[config.mk]
export PLATFORM = sky130hd
export DESIGN_NAME = ps2_keyboard_rx
export DESIGN_NICKNAME = d
export VERILOG_FILES = /design/src/rtl/ps2_keyboard_rx_pkg.sv /design/src/rtl/ps2_keyboard_rx_clk_filter.sv /design/src/rtl/ps2_keyboard_rx.sv
export SDC_FILE = /design/constraint.sdc
export NUM_CORES = 1
export LEC_CHECK = 0
export ABC_AREA = 1
export BUFFER_PORTS_ARGS = -buffer_cell sky130_fd_sc_hd__buf_4
export CAP_MARGIN = 40
export CORE_ASPECT_RATIO = 1.2
export CORE_MARGIN = 1
export CORE_UTILIZATION = 50
export DETAILED_ROUTE_END_ITERATION = 8
export PLACE_DENSITY = 0.67
export SLEW_MARGIN = 30
export SYNTH_ARGS = -nofsm -noshare
export SYNTH_HDL_FRONTEND = slang
export SYNTH_HIERARCHICAL = 1
export SYNTH_SLANG_ARGS = --single-unit
[constraint.sdc]
create_clock -name i_clk -period 3.07 [get_ports i_clk]
set_input_delay 0.307 -clock i_clk [delete_from_list [all_inputs] [get_ports i_clk]]
set_output_delay 0.307 -clock i_clk [all_outputs]
set_load 0.05 [all_outputs]
[src/rtl/ps2_keyboard_rx_pkg.sv]
// Shared types and constants for the PS/2 keyboard receiver.
// Holds the receive FSM encoding, the prefix bytes and the parameter defaults.
package ps2_keyboard_rx_pkg;

  typedef enum logic [1:0] {
    IDLE   = 2'd0,
    DATA   = 2'd1,
    PARITY = 2'd2,
    STOP   = 2'd3
  } rx_state_t;

  localparam logic [7:0] PS2_EXT = 8'hE0;
  localparam logic [7:0] PS2_BRK = 8'hF0;

  localparam int FILTER_DEF  = 8;
  localparam int TIMEOUT_DEF = 50000;

  // True when data plus parity bit hold an odd number of ones.
  function automatic logic odd_parity_ok(input logic [7:0] d, input logic p);
    return ^{d, p};
  endfunction

endpackage

[src/rtl/ps2_keyboard_rx_clk_filter.sv]
// Synchronizes ps2_clk/ps2_data, deglitches the clock, emits a falling-edge tick.
// Tick lags the raw edge by 2 sync + FILTER + 1 cycles; no backpressure.
module ps2_clk_filter
  import ps2_keyboard_rx_pkg::*;
#(
  parameter int FILTER = FILTER_DEF
) (
  input  logic i_clk,
  input  logic i_rst_n,
  input  logic i_ps2_clk,
  input  logic i_ps2_data,
  output logic o_fall_tick,
  output logic o_data_sync
);

  localparam int CW = (FILTER > 1) ? $clog2(FILTER) : 1;

  logic [1:0]    r_clk_sync;
  logic [1:0]    r_data_sync;
  logic          r_filt;
  logic [CW-1:0] r_cnt;
  logic          r_fall;
  logic          w_diff;
  logic          w_flip;

  assign w_diff = r_clk_sync[1] ^ r_filt;
  // Flip on the FILTER-th consecutive cycle of disagreement.
  assign w_flip = w_diff && (r_cnt == CW'(FILTER - 1));

  always_ff @(posedge i_clk or negedge i_rst_n) begin
    if (!i_rst_n) begin
      r_clk_sync  <= 2'b11;
      r_data_sync <= 2'b11;
      r_filt      <= 1'b1;
      r_cnt       <= '0;
      r_fall      <= 1'b0;
    end else begin
      r_clk_sync  <= {r_clk_sync[0], i_ps2_clk};
      r_data_sync <= {r_data_sync[0], i_ps2_data};
      r_fall      <= w_flip && r_filt;
      if (!w_diff || w_flip) begin
        r_cnt <= '0;
      end else begin
        r_cnt <= r_cnt + 1'b1;
      end
      if (w_flip) begin
        r_filt <= ~r_filt;
      end
    end
  end

  assign o_fall_tick = r_fall;
  assign o_data_sync = r_data_sync[1];

endmodule

[src/rtl/ps2_keyboard_rx.sv]
// PS/2 keyboard receiver: frames bytes, decodes E0/F0 prefixes, holds current make code.
// Outputs update 1 clk after the stop-bit falling tick; no backpressure (pulse outputs).
module ps2_keyboard_rx
  import ps2_keyboard_rx_pkg::*;
#(
  parameter int FILTER  = FILTER_DEF,
  parameter int TIMEOUT = TIMEOUT_DEF
) (
  input  logic       i_clk,
  input  logic       i_rst_n,
  input  logic       i_ps2_clk,
  input  logic       i_ps2_data,
  output logic [7:0] o_ps2,
  output logic       o_extended,
  output logic       o_code_valid,
  output logic       o_frame_err
);

  localparam int TW = $clog2(TIMEOUT + 1);

  rx_state_t     r_state;
  rx_state_t     w_state_nxt;
  logic [2:0]    r_bit_cnt;
  logic [7:0]    r_shift;
  logic          r_par_err;
  logic [TW-1:0] r_idle_cnt;
  logic          r_ext_flag;
  logic          r_brk_flag;
  logic [7:0]    r_ps2;
  logic          r_extended;
  logic          r_code_valid;
  logic          r_frame_err;
  logic          w_fall_tick;
  logic          w_data;
  logic          w_timeout;
  logic          w_byte_ok;
  logic          w_frame_err;

  ps2_clk_filter #(
    .FILTER (FILTER)
  ) u_clk_filter (
    .i_clk       (i_clk),
    .i_rst_n     (i_rst_n),
    .i_ps2_clk   (i_ps2_clk),
    .i_ps2_data  (i_ps2_data),
    .o_fall_tick (w_fall_tick),
    .o_data_sync (w_data)
  );

  // Abort on the cycle the idle count would reach TIMEOUT.
  assign w_timeout = (r_state != IDLE) && !w_fall_tick &&
                     (r_idle_cnt >= TW'(TIMEOUT - 1));

  always_comb begin
    w_state_nxt = r_state;
    w_byte_ok   = 1'b0;
    w_frame_err = 1'b0;
    if (w_timeout) begin
      w_state_nxt = IDLE;
      w_frame_err = 1'b1;
    end else if (w_fall_tick) begin
      case (r_state)
        IDLE: begin
          if (w_data) w_frame_err = 1'b1;
          else        w_state_nxt = DATA;
        end
        DATA: begin
          if (r_bit_cnt == 3'd7) w_state_nxt = PARITY;
        end
        PARITY: w_state_nxt = STOP;
        STOP: begin
          w_state_nxt = IDLE;
          if (w_data && !r_par_err) w_byte_ok   = 1'b1;
          else                      w_frame_err = 1'b1;
        end
        default: w_state_nxt = IDLE;
      endcase
    end
  end

  always_ff @(posedge i_clk or negedge i_rst_n) begin
    if (!i_rst_n) r_state <= IDLE;
    else          r_state <= w_state_nxt;
  end

  always_ff @(posedge i_clk or negedge i_rst_n) begin
    if (!i_rst_n) begin
      r_bit_cnt    <= '0;
      r_shift      <= '0;
      r_par_err    <= 1'b0;
      r_idle_cnt   <= '0;
      r_ext_flag   <= 1'b0;
      r_brk_flag   <= 1'b0;
      r_ps2        <= 8'h00;
      r_extended   <= 1'b0;
      r_code_valid <= 1'b0;
      r_frame_err  <= 1'b0;
    end else begin
      r_code_valid <= 1'b0;
      r_frame_err  <= w_frame_err;

      if (w_fall_tick || r_state == IDLE || w_timeout) r_idle_cnt <= '0;
      else                                             r_idle_cnt <= r_idle_cnt + 1'b1;

      if (w_fall_tick && !w_timeout) begin
        case (r_state)
          IDLE: begin
            r_bit_cnt <= '0;
            r_par_err <= 1'b0;
          end
          DATA: begin
            r_shift   <= {w_data, r_shift[7:1]};
            r_bit_cnt <= r_bit_cnt + 1'b1;
          end
          PARITY:  r_par_err <= !odd_parity_ok(r_shift, w_data);
          default: ;
        endcase
      end

      if (w_timeout) begin
        r_ext_flag <= 1'b0;
        r_brk_flag <= 1'b0;
      end else if (w_byte_ok) begin
        if (r_shift == PS2_EXT) begin
          r_ext_flag <= 1'b1;
        end else if (r_shift == PS2_BRK) begin
          r_brk_flag <= 1'b1;
        end else begin
          if (!r_brk_flag) begin
            r_ps2        <= r_shift;
            r_extended   <= r_ext_flag;
            r_code_valid <= 1'b1;
          end else if (r_shift == r_ps2) begin
            r_ps2      <= 8'h00;
            r_extended <= 1'b0;
          end
          r_ext_flag <= 1'b0;
          r_brk_flag <= 1'b0;
        end
      end
    end
  end

  assign o_ps2        = r_ps2;
  assign o_extended   = r_extended;
  assign o_code_valid = r_code_valid;
  assign o_frame_err  = r_frame_err;

endmodule

======== Word level (Yosys, flattened, before mapping) ========
Cells that the tools add are included.
word-level totals
  logic and storage cells ................. 101
  bits in registers ....................... 52
  input port bits ......................... 4
  output and inout port bits .............. 11
cells by class
  mux-type cells .......................... 35
  equal/unequal tests ..................... 13
  reduce and logical (&&, ||, !) cells .... 28
  add/subtract/negate cells ............... 3
  magnitude comparators ................... 1
  bitwise logic cells ..................... 5
operator list
  cell                                                        number
  2-to-1 mux 1 bit                                            23
  adder 16 x 1 -> 16 bit (second input constant)              1
  == test 8 bit (second input constant)                       2
  greater-or-equal comparator 16 bit (second input constant)  1
  2-to-1 mux 16 bit                                           1
  2-to-1 mux 8 bit                                            2
  AND reduction 2 bit                                         5
  nonzero test 2 bit                                          5
  != test 3 bit (second input constant)                       3
  parity 9 bit                                                1
  == test 8 bit                                               1
  2-to-1 mux 2 bit                                            4
  case mux 2 bit (4 select lines)                             1
  adder 3 x 1 -> 3 bit (second input constant)                2
  == test 3 bit (second input constant)                       2
  logical AND 1 bit                                           6
  case mux 3 bit (2 select lines)                             1
  logical NOT 1 bit                                           5
  AND reduction 5 bit                                         1
  == test 2 bit (second input constant)                       2
  NOT 1 bit                                                   4
  case mux 1 bit (2 select lines)                             2
  logical OR 1 bit                                            3
  2-to-1 mux 3 bit                                            1
  6 further kinds                                             6

======== Depth between registers and ports, before layout ========
  word-level depth ........................ 8
  gate-level depth with buffers ........... 11
  mapped depth without buffers ............ 11

======== Hierarchy ========
The synthesis kept the hierarchy.
modules (own cells, without submodules)
  module           times used  area each (µm²)  cells an instance  seq. area each (µm²)
  ps2_keyboard_rx  1           2,433.6          311                1,076.0
  ps2_clk_filter   1           317.8            25                 231.5

======== Worst setup path before layout ========
No wires, ideal clock.
  path type ............................... register to register
  from .................................... reg r_ps2[7], in the netlist o_ps2[7]
  to ...................................... reg r_ps2[0], in the netlist o_ps2[0]
  setup slack ............................. 1,667 ps
  required time ........................... 2,950 ps
  period minus slack after synthesis ...... 1,403 ps
  library setup time ...................... 120 ps
  data arrival time ....................... 1,282 ps
  cell stages (with the launch flop) ...... 7
  buffers on the path ..................... 0
  path through ............................ dfrtp_1 xnor2_1 nand3_1 nor2_1 nand3_2 nand3_1 nand2_1
between the ends
  cells in the longest elaborated chain, start to end .. 3
ends and longest elaborated chain
  element                           RTL line                source
  start: declaration                ps2_keyboard_rx.sv:29   logic [7:0] r_ps2;
  start signal: assignment          ps2_keyboard_rx.sv:130  r_ps2 <= r_shift;
  == test 8 bit                     ps2_keyboard_rx.sv:133  end else if (r_shift == r_ps2) begin
  != test 2 x 1 -> 1 bit (no line)  --
  AND reduction 5 bit (no line)     --
No other way between the ends.
A chain may end at the register's enable or synchronous reset.

======== Worst setup path after layout ========
  from .................................... reg u_clk_filter.r_data_sync[1]
  to ...................................... reg r_ps2[6], in the netlist o_ps2[6]
between the ends
  cells in the longest elaborated chain, start to end .. 6
ends and longest elaborated chain
  element                        RTL line                          source
  start: declaration             ps2_keyboard_rx_clk_filter.sv:19  logic [1:0] r_data_sync;
  start signal: assignment       ps2_keyboard_rx_clk_filter.sv:39  r_data_sync <= {r_data_sync[0], i_ps2_data};
  logical AND 1 bit              ps2_keyboard_rx.sv:73             if (w_data && !r_par_err) w_byte_ok = 1'b1;
  2-to-1 mux 1 bit               ps2_keyboard_rx.sv:73
  2-to-1 mux 1 bit               ps2_keyboard_rx.sv:62             case (r_state)
  2-to-1 mux 1 bit               ps2_keyboard_rx.sv:61             end else if (w_fall_tick) begin
  2-to-1 mux 1 bit               ps2_keyboard_rx.sv:58             if (w_timeout) begin
  AND reduction 5 bit (no line)  --
No other way between the ends.

==> flow_summary_export.csv <==
group,metric,value,unit
run_status,status,"complete, no violations",
yosys,synthArstFlopShare,100.0,%
route,wl_met1,2206,um
yosys,synth-edff-count,0,
yosys,synthesis.area,2751,um^2
cts,cts_tree,"built",
cts,hold_buffers,0,
placement,place_ws,1.354,ns
placement,port_buffers,14,
setup_path,worstPathArrival,1.89,ns
cts,cts.htree.levels,2,
power,p_comb_share,5.8,%
floorplan,die_y,83.26,um
setup_path,crit_type,"flop to flop",
yosys,synth-main-ff-cell,"dfrtp_1",
sta,finalSetupViolCount,0,
hold_path,worstHoldPathType,"input port to asynchronous set/reset pin",
yosys,yosys.area.top_type_share,42.75,%
finish,drive_gt1_share,13.14,%
yosys,syn-num-nets,350,
yosys,synthTopCellsByArea,"dfrtp_1 43%, nand2_1 13%, inv_1 5.6%",
finish,n_antenna_cell,0,
power,p_sw_share,22.00,%
route,wl_per_cell,11.80,um
finish,nets,363,
floorplan,die-area,5804,um^2
power,seqPwrFrac,57.7,%
power,p_int,0.9823,mW
floorplan,io_pins,15,
setup_path,cp_max_fo,11,
sta,rsz0062_at_grt,"no",
route,avgViaCountPerCell,5.000,
yosys,synth_top_area_cell,"dfrtp_1",
power,irDropWorstVdd,248.5,uV
cts,insertion_delay,0.31,ns
yosys,yosys_warnings,6,
placement,placed_cell_area,2868,um^2
setup_path,crit_chain,"nand4_1 -> inv_1 -> nand2_2 -> nor2_2 -> inv_2 -> nand3_1 -> nand2_1",
cts,clockBufferDepth,2,
route,drtPass1Iterations,4,
cts,post_cts_resized,0,
sta,report.final.slew_viol_count,0,
global_routing,globalRouteOverflowTotal,0,
sta,min_period_over_period,54.89,%
cts,post_cts_buffers,0,
global_routing,grt_max_degree,53,
power,leakage,1.487,nW
sta,worst_slack,1.385,ns
cts,path_clk_slew,0.10,ns
route,num_vias,2060,
finish,layout_common_cells,"98 x nand2_1, 47 x dfrtp_1, 41 x inv_1",
route,route.detailed.drc,0,
yosys,synth-seq-cells,52,
cts,root_buffer,"clkbuf_8",
power,switchingPower,0.2771,mW
yosys,yosysUniqueCellTypes,33,
route,drt-total-wl,4862,um
yosys,avgSynthCellArea,8.189,um^2
cts,cts.sinks,52,
finish,final_cell_area,2975,um^2
global_routing,grt_antenna_before_repair,0,
route,first_iter_violations,134,
power,p_clk_share,36.5,%
yosys,syn-instance-count,336,
sta,period_needed,1.685,ns
sta,finalHoldViolations,0,
placement,hpwl,3533,um
setup_path,endpoint_kind,"flop",
setup_path,worstPathRequired,3.27,ns
sta,fin_skew,0.01337,ns
sta,tns,0,ns
route,ant_nets,0,
route,wl_met2,2464,um
setup_path,setup.worst_path.start_class,"flop",
sta,worstMarginPinSlew,0.6392,ns
floorplan,num_rows,29,
route,routed.top_layer,"met4",
global_routing,grt_pass1_vias,1932,
floorplan,core_area,5298,um^2
power,power_density,423.3,nW/um^2
floorplan,die_w,69.72,um
sta,whs,0.006324,ns
finish,area_growth,8.140,%
finish,nFillCells,507,
job,maxCapViolations,0,
route,wl_met3,125,um
placement,gp_congestion,0.7950,
finish,multi_input_area,1212,um^2
cts,numCtsBuffers,5,
global_routing,grt.total_usage,18.21,%
sta,clock.fmax,0.5935,GHz
finish,final_common_cell,"nand2_1",
finish,seq_area,1308,um^2
sta,slew_headroom,57.38,%
floorplan,initial_core_util,51.94,%
yosys,seq_area_frac_synth,47.52,%
setup_path,critical_path.max_stage_delay,0.58,ns
global_routing,grt_first_pass_wirelength,8487,um
setup_path,cpMaxStageDelayCell,"dfstp_2",
metal layers:
metal | track usage (%) | vias to the layer above
met3 | 3.762 | 6
met5 | 0 | -
li1 | - | 1082
met1 | 23.02 | 944
met2 | 31.07 | 28
met4 | 6.000 | 0
registers in the layout, summed over array words and instances, names as in the netlist, 2 cells and up:
register / flops
u_clk_filter/r_data_sync: 2
r_shift: 8
r_idle_cnt: 16
u_clk_filter/r_clk_sync: 2
o_ps2: 8
u_clk_filter/r_cnt: 3
r_state: 2
r_bit_cnt: 3
synth_stat cells (2+ instances only):
library cell	count
nand2_1	98
dfrtp_1	47
inv_1	41
nor2_1	28
nand3_1	25
o21ai_0	13
ha_1	10
nand4_1	8
xnor2_1	8
a21oi_1	6
nand2_2	6
nor3_1	6
dfstp_2	5
xor2_1	5
buf_6	4
inv_2	3
nand3_2	3
nor2_2	3
nor2_4	2
or2_0	2
through the flow:
step / instances / power (mW) / util, %
2_1_floorplan: 336 / 0.7856 / -
3_3_place_gp: 404 / 0.8101 / 54.13
3_5_place_dp: 404 / 0.8150 / 54.13
4_1_cts: 412 / 1.276 / 56.16
5_1_grt: 412 / 1.319 / 56.16
6_report: 412 / 1.259 / 56.16
final cells by class:
type,instances,area share [%]
clock inverter,2,1.177
inverter,44,5.551
clock buffer,6,2.439
tap,62,2.607
multi-input combinational,232,40.75
timing repair buffer,14,3.532
sequential,52,43.94
cells by family (layout without fill, tap and decap cells):
kind of cell | count (synthesis) | after routing | synth area share [%]
AOI/OAI and AO/OA | 24 | 24 | 4.820
buffers and inverters | 52 | 66 | 8.412
adders and majority gates | 10 | 10 | 4.548
xor gates and xnor gates | 13 | 13 | 4.138
DFF | 52 | 52 | 47.52
and+or+nand+nor | 185 | 185 | 30.56
critical path, delay by kind of cell, from the launching register on:
family | cells | cell delay, ns
buffers and inverters | 2 | 0.28
flip-flops | 1 | 0.58
AND/OR/NAND/NOR | 5 | 0.74
power by group through the flow:
stage                     clock, mW  combinational, mW  sequential (mW)
after global routing          0.502             0.0875            0.730
after floorplan                   0             0.0477            0.738
after global placement            0             0.0703            0.740
final                         0.460             0.0728            0.727
after CTS                     0.474             0.0744            0.727
after detailed placement          0             0.0742            0.741
path summary, 6_finish.rpt:
kind                                                       start                                   end  slack, ns  depth (start not counted)
max                        u_clk_filter/r_data_sync[1]$_DFF_PN1_                  o_ps2[6]$_DFFE_PN0P_       1.38                          7
min                                                      i_rst_n                  o_ps2[3]$_DFFE_PN0P_      0.006                          1
max reg2reg                u_clk_filter/r_data_sync[1]$_DFF_PN1_                  o_ps2[6]$_DFFE_PN0P_       1.38                          7
min reg2reg                 u_clk_filter/r_clk_sync[0]$_DFF_PN1_  u_clk_filter/r_clk_sync[1]$_DFF_PN1_       0.36                          0
max in group asynchronous                                i_rst_n                r_state[1]$_DFFE_PN0P_       2.62                          1
min in group i_clk                                     i_ps2_clk  u_clk_filter/r_clk_sync[0]$_DFF_PN1_       0.11                          1
Note: power is estimated with default switching activity, not from simulation.
